==> config.mk <==
export PLATFORM = sky130hd
export DESIGN_NAME = uart_transmit_param_flat
export DESIGN_NICKNAME = d
export VERILOG_FILES = /design/src/rtl/uart_transmit_param_if.sv /design/src/rtl/uart_transmit_param.sv /design/src/flat_wrapper.sv
export SDC_FILE = /design/constraint.sdc
export NUM_CORES = 1
export LEC_CHECK = 0
export BUFFER_PORTS_ARGS = -buffer_cell sky130_fd_sc_hd__buf_2
export CAP_MARGIN = 40
export CORE_ASPECT_RATIO = 1.1
export CORE_MARGIN = 2
export CORE_UTILIZATION = 45
export CTS_CLUSTER_SIZE = 30
export DETAILED_ROUTE_END_ITERATION = 16
export PLACE_DENSITY = 0.6
export SYNTH_ARGS = -nofsm -noshare
export SYNTH_HDL_FRONTEND = slang
export SYNTH_SLANG_ARGS = --single-unit
==> constraint.sdc <==
create_clock -name clk -period 2.8 [get_ports clk]
set_input_delay 0.42 -clock clk [delete_from_list [all_inputs] [get_ports clk]]
set_output_delay 0.42 -clock clk [all_outputs]
set_load 0.005 [all_outputs]
==> src/rtl/uart_transmit_param_if.sv <==
// -----------------------------------------------------------------------------
// uart_transmit_param_if
// Word handshake between an on-chip producer and the parametrised UART
// transmitter.
//   tx_valid  producer -> transmitter  a word is present on tx_data
//   tx_data   producer -> transmitter  word to send (DATA_BITS wide)
//   tx_ready  transmitter -> producer  holding register empty
// A word transfers on a rising clk edge where tx_valid && tx_ready.
// Modports: master = producer side, slave = transmitter side.
// -----------------------------------------------------------------------------
interface uart_transmit_param_if #(
  parameter int DATA_BITS = 8
);
  logic                 tx_valid;
  logic [DATA_BITS-1:0] tx_data;
  logic                 tx_ready;

  modport master (
    output tx_valid,
    output tx_data,
    input  tx_ready
  );

  modport slave (
    input  tx_valid,
    input  tx_data,
    output tx_ready
  );
endinterface

==> src/rtl/uart_transmit_param.sv <==
// -----------------------------------------------------------------------------
// uart_transmit_param
// Parametrised UART transmitter with a one-word holding register so that
// frames can be sent back-to-back with no idle time between them.
//
// Parameters
//   DATA_BITS     data bits per frame (5..9), sent LSB first
//   CLKS_PER_BIT  clk cycles per bit (>= 2)
//   PARITY        0 = none, 1 = odd, 2 = even
//   STOP_BITS     1 or 2
//
// Ports
//   clk      system clock, rising edge
//   rst      synchronous reset, active high
//   bus      slave side of the valid/ready word handshake
//   uart_tx  serial line, idle high, registered
//   busy     frame in progress or word held (forced low during reset)
// -----------------------------------------------------------------------------
module uart_transmit_param #(
  parameter int DATA_BITS    = 8,
  parameter int CLKS_PER_BIT = 10416,
  parameter int PARITY       = 0,
  parameter int STOP_BITS    = 1
) (
  input  logic                        clk,
  input  logic                        rst,
  uart_transmit_param_if.slave        bus,
  output logic                        uart_tx,
  output logic                        busy
);

  // Reject parameter sets the frame logic cannot represent.
  if (DATA_BITS < 5 || DATA_BITS > 9 || PARITY < 0 || PARITY > 2 ||
      STOP_BITS < 1 || STOP_BITS > 2 || CLKS_PER_BIT < 2) begin : g_bad_params
    $error("uart_transmit_param: illegal parameter combination");
  end

  localparam int CNT_W = $clog2(CLKS_PER_BIT);
  localparam int IDX_W = $clog2(DATA_BITS);

  localparam logic [CNT_W-1:0] CNT_LAST  = CNT_W'(CLKS_PER_BIT - 1);
  localparam logic [IDX_W-1:0] IDX_LAST  = IDX_W'(DATA_BITS - 1);
  localparam logic             STOP_LAST = 1'(STOP_BITS - 1);

  typedef enum logic [2:0] {
    S_IDLE,
    S_START,
    S_DATA,
    S_PARITY,
    S_STOP
  } state_t;

  state_t               state;
  logic [DATA_BITS-1:0] hold;
  logic                 hold_full;
  logic [DATA_BITS-1:0] shifter;
  logic                 par_bit;
  logic [CNT_W-1:0]     baud_cnt;
  logic [IDX_W-1:0]     bit_idx;
  logic                 stop_cnt;
  logic                 tx_q;

  logic accept;
  logic bit_end;
  logic frame_end;
  logic load;
  logic par_next;

  // NOTE: tx_ready is combinational from the hold flag and rst so a producer
  // sees the slot free in the same cycle it empties; it is never registered.
  assign bus.tx_ready = ~hold_full & ~rst;
  assign accept       = bus.tx_valid & bus.tx_ready;

  assign bit_end   = (baud_cnt == CNT_LAST);
  assign frame_end = (state == S_STOP) && bit_end && (stop_cnt == STOP_LAST);
  // The shifter takes the held word either from idle or on the very last
  // cycle of the final stop bit, which removes any gap between frames.
  assign load      = hold_full && ((state == S_IDLE) || frame_end);

  // Odd parity makes the total count of ones odd, even makes it even.
  assign par_next  = (PARITY == 1) ? ~^hold : ^hold;

  assign uart_tx = tx_q;
  assign busy    = ~rst & ((state != S_IDLE) | hold_full);

  // NOTE: all state below uses non-blocking assignments so every register
  // samples the pre-edge values; blocking here would chain decisions made in
  // the same edge and break the load/accept ordering.
  always_ff @(posedge clk) begin
    if (rst) begin
      // NOTE: hold, shifter and par_bit are data-path registers that are only
      // read after being written on a load, so they are deliberately left out
      // of reset; hold_full and state gate every use of them.
      state     <= S_IDLE;
      tx_q      <= 1'b1;
      hold_full <= 1'b0;
      baud_cnt  <= '0;
      bit_idx   <= '0;
      stop_cnt  <= 1'b0;
    end else begin
      if (accept) begin
        hold      <= bus.tx_data;
        hold_full <= 1'b1;
      end else if (load) begin
        hold_full <= 1'b0;
      end

      if (load) begin
        shifter  <= hold;
        par_bit  <= par_next;
        state    <= S_START;
        tx_q     <= 1'b0;
        baud_cnt <= '0;
        bit_idx  <= '0;
        stop_cnt <= 1'b0;
      end else if (state != S_IDLE) begin
        if (!bit_end) begin
          baud_cnt <= baud_cnt + 1'b1;
        end else begin
          baud_cnt <= '0;
          case (state)
            S_START: begin
              state <= S_DATA;
              tx_q  <= shifter[0];
            end
            S_DATA: begin
              shifter <= shifter >> 1;
              if (bit_idx == IDX_LAST) begin
                bit_idx <= '0;
                if (PARITY != 0) begin
                  state <= S_PARITY;
                  tx_q  <= par_bit;
                end else begin
                  state <= S_STOP;
                  tx_q  <= 1'b1;
                end
              end else begin
                bit_idx <= bit_idx + 1'b1;
                // Next bit is the one that moves into position 0 this edge.
                tx_q    <= shifter[1];
              end
            end
            S_PARITY: begin
              state <= S_STOP;
              tx_q  <= 1'b1;
            end
            S_STOP: begin
              if (stop_cnt == STOP_LAST) begin
                // Final stop bit with nothing held: return to idle.
                state    <= S_IDLE;
                stop_cnt <= 1'b0;
              end else begin
                stop_cnt <= stop_cnt + 1'b1;
              end
              tx_q <= 1'b1;
            end
            default: begin
              state <= S_IDLE;
              tx_q  <= 1'b1;
            end
          endcase
        end
      end
    end
  end

endmodule
==> src/flat_wrapper.sv <==
// flat-port wrapper written by rule: the top's interface ports become plain ports
module uart_transmit_param_flat 
#(
  parameter int DATA_BITS    = 8,
  parameter int CLKS_PER_BIT = 10416,
  parameter int PARITY       = 0,
  parameter int STOP_BITS    = 1
)
  (clk, rst, uart_tx, busy, bus_tx_valid, bus_tx_data, bus_tx_ready);
  uart_transmit_param_if #(.DATA_BITS(DATA_BITS)) bus_i ();
  input  logic clk;
  input  logic rst;
  output logic uart_tx;
  output logic busy;
  input wire logic [$bits(bus_i.tx_valid)-1:0] bus_tx_valid;
  input wire logic [$bits(bus_i.tx_data)-1:0] bus_tx_data;
  output wire logic [$bits(bus_i.tx_ready)-1:0] bus_tx_ready;
  assign bus_i.tx_valid = bus_tx_valid;
  assign bus_i.tx_data = bus_tx_data;
  assign bus_tx_ready = bus_i.tx_ready;
  uart_transmit_param #(.DATA_BITS(DATA_BITS), .CLKS_PER_BIT(CLKS_PER_BIT), .PARITY(PARITY), .STOP_BITS(STOP_BITS)) u_core (.clk(clk), .rst(rst), .bus(bus_i), .uart_tx(uart_tx), .busy(busy));
endmodule
==> results of run 1 <==
area by class of cell:
class,instances,area share
clock buffers,5,0.03393
clock inverters,2,0.004935
inverters,3,0.005552
multi-input cells,124,0.4300
flip-flops and latches,38,0.4540
well taps,52,0.03208
repair buffers,15,0.03948
stage by stage:
stage          cell area, um2  instances  utilization  setup slack [ps]  hold WS [ps]
2_1_floorplan            1874        176            -             730.1         452.7
3_3_place_gp             1949        232       0.4881             832.2         467.4
3_5_place_dp             1949        232       0.4881             755.7         483.0
4_1_cts                  2028        239       0.5078             746.4         294.4
5_1_grt                  2028        239       0.5078             587.1         287.1
6_report                 2028        239       0.5078             731.6         304.5
power by group through the flow:
stage / Clock [mW] / Combinational [mW] / Sequential [mW]
final: 0.351 / 0.0856 / 0.609
after global routing: 0.392 / 0.0965 / 0.611
after CTS: 0.361 / 0.0874 / 0.609
after detailed placement: 0 / 0.0865 / 0.621
after global placement: 0 / 0.0836 / 0.621
after floorplan: 0 / 0.0718 / 0.615
synthesized netlist by cell type, types with 2 or more instances:
master,n,area share
xnor2_1,4,0.019
nand3_1,7,0.019
nor3b_1,3,0.012
dfxtp_1,22,0.23
and4_1,2,0.0093
edfxtp_1,16,0.26
nand4_2,2,0.013
o21ai_0,8,0.021
clkbuf_1,2,0.0040
nand4_1,3,0.010
inv_1,3,0.0060
mux2i_1,2,0.011
mux2_4,7,0.056
ha_1,3,0.020
a211oi_2,2,0.013
buf_2,5,0.013
nor3_1,13,0.035
buf_6,2,0.012
nor2_1,15,0.030
or3_1,5,0.017
and4b_1,2,0.011
xor2_1,5,0.023
and2_1,2,0.0067
buf_4,2,0.0080
a21oi_1,6,0.016
nand2_1,12,0.024
kinds of logic after synthesis:
logic type	after synthesis	synth area share
compound gates	25	0.09747
xor+xnor	9	0.04205
buf+inv	14	0.04339
mux	9	0.06676
simple gates	78	0.2390
flops	38	0.4913
fa+ha+maj	3	0.02003
how the worst max path moves through the flow:
stage                                    start                     endpoint  slack (ps)
2_1_floorplan  u_core.baud_cnt[4]$_SDFFE_PP0P_  u_core.shifter[0]$_DFFE_PP_         730
3_3_place_gp   u_core.baud_cnt[0]$_SDFFE_PP0P_  u_core.shifter[4]$_DFFE_PP_         830
3_5_place_dp   u_core.baud_cnt[0]$_SDFFE_PP0P_  u_core.shifter[4]$_DFFE_PP_         760
4_1_cts        u_core.baud_cnt[0]$_SDFFE_PP0P_  u_core.shifter[5]$_DFFE_PP_         750
5_1_grt        u_core.baud_cnt[0]$_SDFFE_PP0P_  u_core.shifter[2]$_DFFE_PP_         590
6_report       u_core.baud_cnt[0]$_SDFFE_PP0P_  u_core.shifter[5]$_DFFE_PP_         730
per-layer routing:
| layer | GRT usage | wire length [um] |
|---|---|---|
| met5 | 0 | 0 |
| met3 | 0.04239 | 124 |
| met2 | 0.2506 | 1530 |
| met1 | 0.2249 | 1705 |
| met4 | 0.07176 | 80 |
sequential cells by signal, summed over array words and instances, names as in the netlist:
name	cells
u_core.bit_idx	3
u_core.uart_tx	1
u_core.hold_full	1
u_core.baud_cnt	14
u_core.hold	8
u_core.state	3
u_core.shifter	8
==> impl_metrics.json, run 1 <==
{
  "crit_path_cell_trace": "ha_1 -> and2_1 -> nand4_2 -> a21o_1 -> a21oi_1 -> buf_4",
  "nFillCells": 379,
  "wirelength_um": 3441,
  "cp_data_required_time_ps": 2800,
  "num_io_pins": 14,
  "ir_drop_uv": 363.4,
  "report.power.total_mw": 1.046,
  "synthArstFlopShare": 0,
  "crit_arrival_ps": 2060,
  "crit_type": "reg -> reg",
  "multi_input_area_um2": 872.1,
  "cts_resized": 0,
  "diodes": 0,
  "r2r_slack_ps": 730,
  "worst-r2r-cell-count": 6,
  "die_area_um2": 4698,
  "r2r_end": "u_core.shifter[5]$_DFFE_PP_",
  "crit_family": "compound AO/OA/AOI/OAI gates",
  "fin_crit_sh": 0.7387,
  "clk_pin_slew_ps": 70,
  "min_period_ps": 2068,
  "cts-root-buf": "clkbuf_8",
  "synth_nets": 190,
  "port_buffers": 13,
  "nNetsFinal": 201,
  "fmax_ghz": 0.4835,
  "p_leak_nw": 0.7409,
  "drcViolationCount": 0,
  "rsz0062_at_grt": "no",
  "final_cell_mix": "dfxtp_1 (22), edfxtp_1 (16), nor2_1 (15), nor3_1 (13), buf_2 (13)",
  "cpMaxStageDelayCell": "dfxtp_1",
  "tightest_slew_ps": 635.3,
  "final_common_cell": "dfxtp_1",
  "grt_pass1_wl_um": 5982,
  "area_growth_syn_to_layout_pct": 8.211,
  "grt_pass1_vias": 1295,
  "avgSynthCellArea_um2": 10.65,
  "die_h_um": 71.69,
  "setup_viol": 0,
  "power_frac_clock": 0.336,
  "track_usage": 0.1656,
  "switching_share": 0.2332,
  "post_drt_wl_per_cell_um": 14.40,
  "clock_sinks": 38,
  "fin_skew_ps": 6.261,
  "synth_edf_count": 16,
  "drv_slew": 0,
  "ant_nets": 0,
  "status": "finished, final reports clean",
  "synth_flop_cell": "dfxtp_1",
  "tritoncts": "yes",
  "power_density_nw_per_um2": 515.8,
  "numCtsBuffers": 5,
  "dr.pass1.iters": 4,
  "worst-path-stages": 6,
  "synth_cell_type_count": 47,
  "post_cts_buffers": 0,
  "syn_inst": 176,
  "hold_class": "in -> reg",
  "whs_endpoint": "u_core.hold[2]$_DFFE_PP_",
  "insertion_delay_ps": 290,
  "critPathLaunchType": "flip-flop",
  "die_x_um": 65.54,
  "grt-ovfl-total": 0,
  "hold_viol": 0,
  "viasPerCell": 5.695,
  "dr.first_iter.drc_count": 70,
  "post-dp-hpwl_um": 2410,
  "holdBufCountCts": 0,
  "holdPathStages": 1,
  "vias": 1361,
  "reg2reg_from": "u_core.baud_cnt[0]$_SDFFE_PP0P_",
  "syn_area_um2": 1874,
  "regArea_um2": 920.9,
  "grt_antenna_before_repair": 0,
  "pwr-share-comb": 0.082,
  "clockBufferDepth": 2,
  "crit_buf_inv": 1,
  "initial_core_util": 0.4693,
  "synth_warnings": 0,
  "gp_congestion": 0.8816,
  "switching_power_mw": 0.2439,
  "worstPathMaxFanout": 10,
  "internal-power_mw": 0.8021,
  "cap_violations": 0,
  "setup_tns_ps": 0,
  "cp-end-kind": "flip-flop",
  "seq_power_share": 0.582,
  "slowest_delay_ps": 400,
  "worstHoldStart": "bus_tx_data[2]",
  "ys_seq_area_frac": 0.4913,
  "synth_seq_cells": 38,
  "drive_above_1_share": 0.1925,
  "timing.max_slew.rel_slack": 0.5765,
  "rows": 24,
  "grt_start_max_net_pins": 20,
  "core-area_um2": 3994,
  "h-tree-depth": 2
}
No activity file was read; power rests on OpenSTA's default activity.
==> inputs of run 2 (changes only) <==
--- a/config.mk
+++ b/config.mk
@@ -12,7 +12,7 @@
 export CORE_UTILIZATION = 45
 export CTS_CLUSTER_SIZE = 30
 export DETAILED_ROUTE_END_ITERATION = 16
-export PLACE_DENSITY = 0.6
+export PLACE_DENSITY = 0.62
 export SYNTH_ARGS = -nofsm -noshare
 export SYNTH_HDL_FRONTEND = slang
 export SYNTH_SLANG_ARGS = --single-unit
==> constraint.sdc (replaced) <==
create_clock -name clk -period 1.7 [get_ports clk]
set_input_delay 0.255 -clock clk [delete_from_list [all_inputs] [get_ports clk]]
set_output_delay 0.255 -clock clk [all_outputs]
set_load 0.005 [all_outputs]
==> impl_metrics.json, run 2 (synthesized netlist as in run 1, its figures left out) <==
{
  "crit_path_cell_trace": "nor4b_4 -> nand4_4 -> buf_4 -> or4_1 -> a21oi_2",
  "worst-r2r-cell-count": 5,
  "regMostFlops": "u_core.baud_cnt",
  "seq_power_share": 0.538,
  "fin_crit_sh": 1.006,
  "fmax_ghz": 0.5846,
  "clk_pin_slew_ps": 80,
  "pwr-share-comb": 0.103,
  "rows": 24,
  "track_usage": 0.1845,
  "wirelength_um": 3959,
  "setup_viol": 3,
  "port_buffers": 13,
  "clockBufferDepth": 2,
  "drive_above_1_share": 0.3744,
  "die_h_um": 71.69,
  "holdBufCountCts": 0,
  "cp-endpoint": "u_core.bit_idx[0]$_SDFFE_PP0P_",
  "area_growth_syn_to_layout_pct": 26.23,
  "cp-end-kind": "flip-flop",
  "multi_input_area_um2": 944.7,
  "post_drt_wl_per_cell_um": 14.61,
  "dr.pass1.iters": 4,
  "tightest_slew_ps": 363.0,
  "slowest_delay_ps": 490,
  "grt-ovfl-total": 0,
  "crit_type": "reg -> reg",
  "min_period_ps": 1711,
  "worst-path-stages": 5,
  "startpoint": "u_core.baud_cnt[4]$_SDFFE_PP0P_",
  "violations": "setup timing",
  "post-dp-hpwl_um": 2898,
  "h-tree-depth": 2,
  "final_cell_mix": "buf_4 (31), dfxtp_1 (17), edfxtp_1 (16), nor2_1 (15)",
  "holdPathStages": 1,
  "r2r_slack_ps": -10,
  "r2r_end": "u_core.bit_idx[0]$_SDFFE_PP0P_",
  "initial_core_util": 0.4693,
  "switching_power_mw": 0.4418,
  "worstPathMaxFanout": 3,
  "core-area_um2": 3994,
  "power_frac_clock": 0.359,
  "fin_skew_ps": 8.603,
  "cp_data_required_time_ps": 1930,
  "p_leak_nw": 0.9272,
  "fin_cells": 271,
  "die_x_um": 65.54,
  "ir_drop_uv": 499.7,
  "regArea_um2": 932.1,
  "diodes": 0,
  "largest_register_ffs": 14,
  "ant_nets": 0,
  "drcViolationCount": 0,
  "layout_setup_ws_ps": -10.68,
  "crit_arrival_ps": 1950,
  "cts-root-buf": "clkbuf_8",
  "reg2reg_from": "u_core.baud_cnt[4]$_SDFFE_PP0P_",
  "nFillCells": 348,
  "nNetsFinal": 232,
  "hold_class": "in -> reg",
  "insertion_delay_ps": 300,
  "internal-power_mw": 1.397,
  "num_io_pins": 14,
  "hold_viol": 0,
  "grt_antenna_before_repair": 0,
  "critPathLaunchType": "flip-flop",
  "gp_congestion": 0.8638,
  "grt_pass1_vias": 1410,
  "clock_sinks": 38,
  "drv_slew": 0,
  "grt_start_max_net_pins": 20,
  "numCtsBuffers": 5,
  "viasPerCell": 5.458,
  "cpMaxStageDelayCell": "or4_1",
  "crit_buf_inv": 1,
  "fin_util": 0.5924,
  "switching_share": 0.2403,
  "tritoncts": "yes",
  "report.power.total_mw": 1.838,
  "crit_family": "simple AND/OR/NAND/NOR gates",
  "cap_violations": 0,
  "timing.max_slew.rel_slack": 0.7542,
  "vias": 1479,
  "die_area_um2": 4698,
  "power_density_nw_per_um2": 777.0,
  "dr.first_iter.drc_count": 138,
  "rsz0062_at_grt": "yes",
  "top_regs": "u_core.baud_cnt x14, u_core.hold x8, u_core.shifter x8",
  "grt_pass1_wl_um": 6486,
  "place_inst": 261,
  "status": "finished with violations",
  "final_common_cell": "buf_4"
}
-- run 2: area by class of cell --
class                           instances  share of cell area
Sequential cell                        38              0.3940
Tap cell                               52             0.02750
Clock inverter                          2            0.005288
Clock buffer                            6             0.03490
Timing Repair Buffer                   45              0.1343
Multi-Input combinational cell        125              0.3993
Inverter                                3            0.004759
-- run 2: layer usage --
layer / up-vias / track usage / routed length, um
met5: - / 0 / 0
met4: 0 / 0.07870 / 68
met3: 8 / 0.04710 / 119
met2: 30 / 0.2857 / 1881
met1: 700 / 0.2452 / 1890
li1: 741 / - / -
-- run 2: timing repair --
item	CTS	global route
gates cloned	1	0
setup buffers	2	0
endpoints found under the setup margin	18	19
gates resized for setup	11	5
pin swaps	3	4
-- run 2: through the flow --
stage          cell area (um2)  setup WS (ps)  hold slack, ps  TNS (ps)
3_5_place_dp              2205         -115.6           433.1     -1595
2_1_floorplan             1901         -52.38           353.9    -641.1
4_1_cts                   2352         -15.95           123.9    -72.20
3_3_place_gp              2205         -81.37           433.9     -1060
6_report                  2366         -10.68           135.7    -22.92
5_1_grt                   2366         -93.27           123.8    -917.2
-- run 2: how the worst min path moves through the flow --
stage	start	endpoint	slack, ps
3_3_place_gp	bus_tx_data[2]	u_core.hold[2]$_DFFE_PP_	430
3_5_place_dp	bus_tx_data[6]	u_core.hold[6]$_DFFE_PP_	430
5_1_grt	bus_tx_data[2]	u_core.hold[2]$_DFFE_PP_	120
2_1_floorplan	bus_tx_data[0]	u_core.hold[0]$_DFFE_PP_	350
6_report	bus_tx_data[6]	u_core.hold[6]$_DFFE_PP_	140
4_1_cts	bus_tx_data[6]	u_core.hold[6]$_DFFE_PP_	120
-- run 2: worst register-to-register path, cell delays in order, from the launching register on --
cell and delay [ps]:
dfxtp_2 340, nor4b_4 340, nand4_4 160, buf_4 180
or4_1 490, a21oi_2 150
-- run 2: power groups by stage --
stage	clock (mW)	sequential [mW]	combinational (mW)
3_5_place_dp	0	1.01	0.186
6_report	0.659	0.990	0.189
3_3_place_gp	0	1.01	0.178
5_1_grt	0.707	0.992	0.206
2_1_floorplan	0	1.01	0.122
4_1_cts	0.679	0.989	0.189
==> inputs of run 3 (changes only) <==
--- a/config.mk
+++ b/config.mk
@@ -10,6 +10,7 @@
 export CORE_ASPECT_RATIO = 1.1
 export CORE_MARGIN = 2
 export CORE_UTILIZATION = 45
+export CTS_BUF_LIST = sky130_fd_sc_hd__clkbuf_16
 export CTS_CLUSTER_SIZE = 30
 export DETAILED_ROUTE_END_ITERATION = 16
 export PLACE_DENSITY = 0.62
==> impl_metrics.json, run 3 (synthesized netlist as in run 1, its figures left out) <==
{
  "status": "finished with violations",
  "violations": "setup timing",
  "clockBufferDepth": 2,
  "slowest_delay_ps": 340,
  "place_area_um2": 2205,
  "fin_crit_sh": 1.012,
  "post-dp-hpwl_um": 2898,
  "regArea_um2": 932.1,
  "clk_pin_slew_ps": 60,
  "die_h_um": 71.69,
  "timing.max_slew.rel_slack": 0.7742,
  "area_growth_syn_to_layout_pct": 28.44,
  "cp-end-kind": "flip-flop",
  "initial_core_util": 0.4693,
  "dr.pass1.iters": 4,
  "drive_above_1_share": 0.3716,
  "fmax_ghz": 0.5813,
  "core-area_um2": 3994,
  "cts-root-buf": "clkbuf_16",
  "grt_start_max_net_pins": 20,
  "rows": 24,
  "viasPerCell": 5.552,
  "fin_skew_ps": 6.985,
  "multi_input_area_um2": 947.2,
  "vias": 1499,
  "largest_register_ffs": 14,
  "tritoncts": "yes",
  "rsz0062_at_grt": "yes",
  "die_x_um": 65.54,
  "setup_viol": 9,
  "num_io_pins": 14,
  "critPathLaunchType": "flip-flop",
  "min_period_ps": 1720,
  "grt_pass1_vias": 1428,
  "diodes": 0,
  "clock_sinks": 38,
  "cap_violations": 0,
  "cp_data_required_time_ps": 1660,
  "crit_type": "reg -> reg",
  "track_usage": 0.1947,
  "numCtsBuffers": 5,
  "place_ws_ps": -115.6,
  "gp_congestion": 0.8638,
  "cpMaxStageDelayCell": "dfxtp_2",
  "grt-ovfl-total": 0,
  "grt_pass1_wl_um": 6741,
  "final_common_cell": "buf_4",
  "final_area_um2": 2407,
  "p_leak_nw": 0.9413,
  "hold_class": "in -> reg",
  "top_regs": "u_core.baud_cnt x14, u_core.hold x8, u_core.shifter x8",
  "worstPathMaxFanout": 8,
  "power_density_nw_per_um2": 864.2,
  "regMostFlops": "u_core.baud_cnt",
  "dr.first_iter.drc_count": 94,
  "crit_path_cell_trace": "nor4b_4 -> nand4_4 -> a21o_4 -> a21oi_4",
  "port_buffers": 13,
  "holdBufCountCts": 0,
  "h-tree-depth": 2,
  "crit_arrival_ps": 1680,
  "hold_viol": 0,
  "nFillCells": 341,
  "die_area_um2": 4698,
  "insertion_delay_ps": 280,
  "wirelength_um": 4148,
  "nNetsFinal": 231,
  "ant_nets": 0,
  "final_cell_mix": "buf_4 (30), dfxtp_1 (17), edfxtp_1 (16), nor2_1 (14)",
  "drv_slew": 0,
  "drcViolationCount": 0,
  "layout_setup_ws_ps": -20.42,
  "ir_drop_uv": 618.2,
  "grt_antenna_before_repair": 0,
  "tightest_slew_ps": 333.5,
  "post_drt_wl_per_cell_um": 15.36
}
-- run 3: final timing paths --
path              cells past startpoint                       startpoint                             end  slack [ps]
setup / recovery                      4  u_core.baud_cnt[6]$_SDFFE_PP0P_     u_core.shifter[2]$_DFFE_PP_         -20
hold / removal                        1                   bus_tx_data[6]        u_core.hold[6]$_DFFE_PP_         150
setup reg to reg                      4  u_core.baud_cnt[6]$_SDFFE_PP0P_     u_core.shifter[2]$_DFFE_PP_         -20
hold reg to reg                       2   u_core.bit_idx[2]$_SDFFE_PP0P_  u_core.bit_idx[2]$_SDFFE_PP0P_         490
-- run 3: what timing repair did --
action | in CTS | in global routing
setup endpoints to repair | 18 | 27
cloned | 1 | 0
setup buffers | 1 | 0
pin swaps | 3 | 4
resized for setup | 11 | 7
-- run 3: through the flow --
step	power (mW)	std cells	utilization	TNS (ps)	hold slack (ps)
2_1_floorplan	1.134	176	-	-641.1	353.9
3_3_place_gp	1.191	261	0.5520	-1060	433.9
3_5_place_dp	1.199	261	0.5520	-1595	433.1
4_1_cts	2.095	270	0.5987	-59.14	143.8
5_1_grt	2.155	270	0.6028	-911.9	139.7
6_report	2.080	270	0.6028	-127.0	150.9
-- run 3: cell type report --
cell class	count	share of cell area
inverter	3	0.004678
tap	52	0.02703
multi-input combinational	125	0.3935
timing repair buffer	44	0.1289
clock inverter	3	0.006757
clock buffer	5	0.05198
sequential	38	0.3872
-- run 3: per-layer routing --
layer,vias up,share of wire,track usage
met3,4,0.047,0.05651
met4,0,0.0075,0.07639
met1,717,0.44,0.2503
met5,-,0,0
met2,40,0.50,0.3095
li1,738,-,-
-- run 3: critical path, delay by kind of cell, from the launching register on --
family / cells / cell delay [ps]
AOI/OAI and AO/OA: 2 / 560
and+or+nand+nor: 2 / 500
DFF: 1 / 340
-- run 3: where the power goes --
group          total [mW]  leakage, nW  switching, mW  internal (mW)
sequential          0.991        0.329         0.0118          0.980
clock               0.897       0.0672          0.362          0.535
combinational       0.192        0.545         0.0992         0.0927
total                2.08        0.941          0.473           1.61
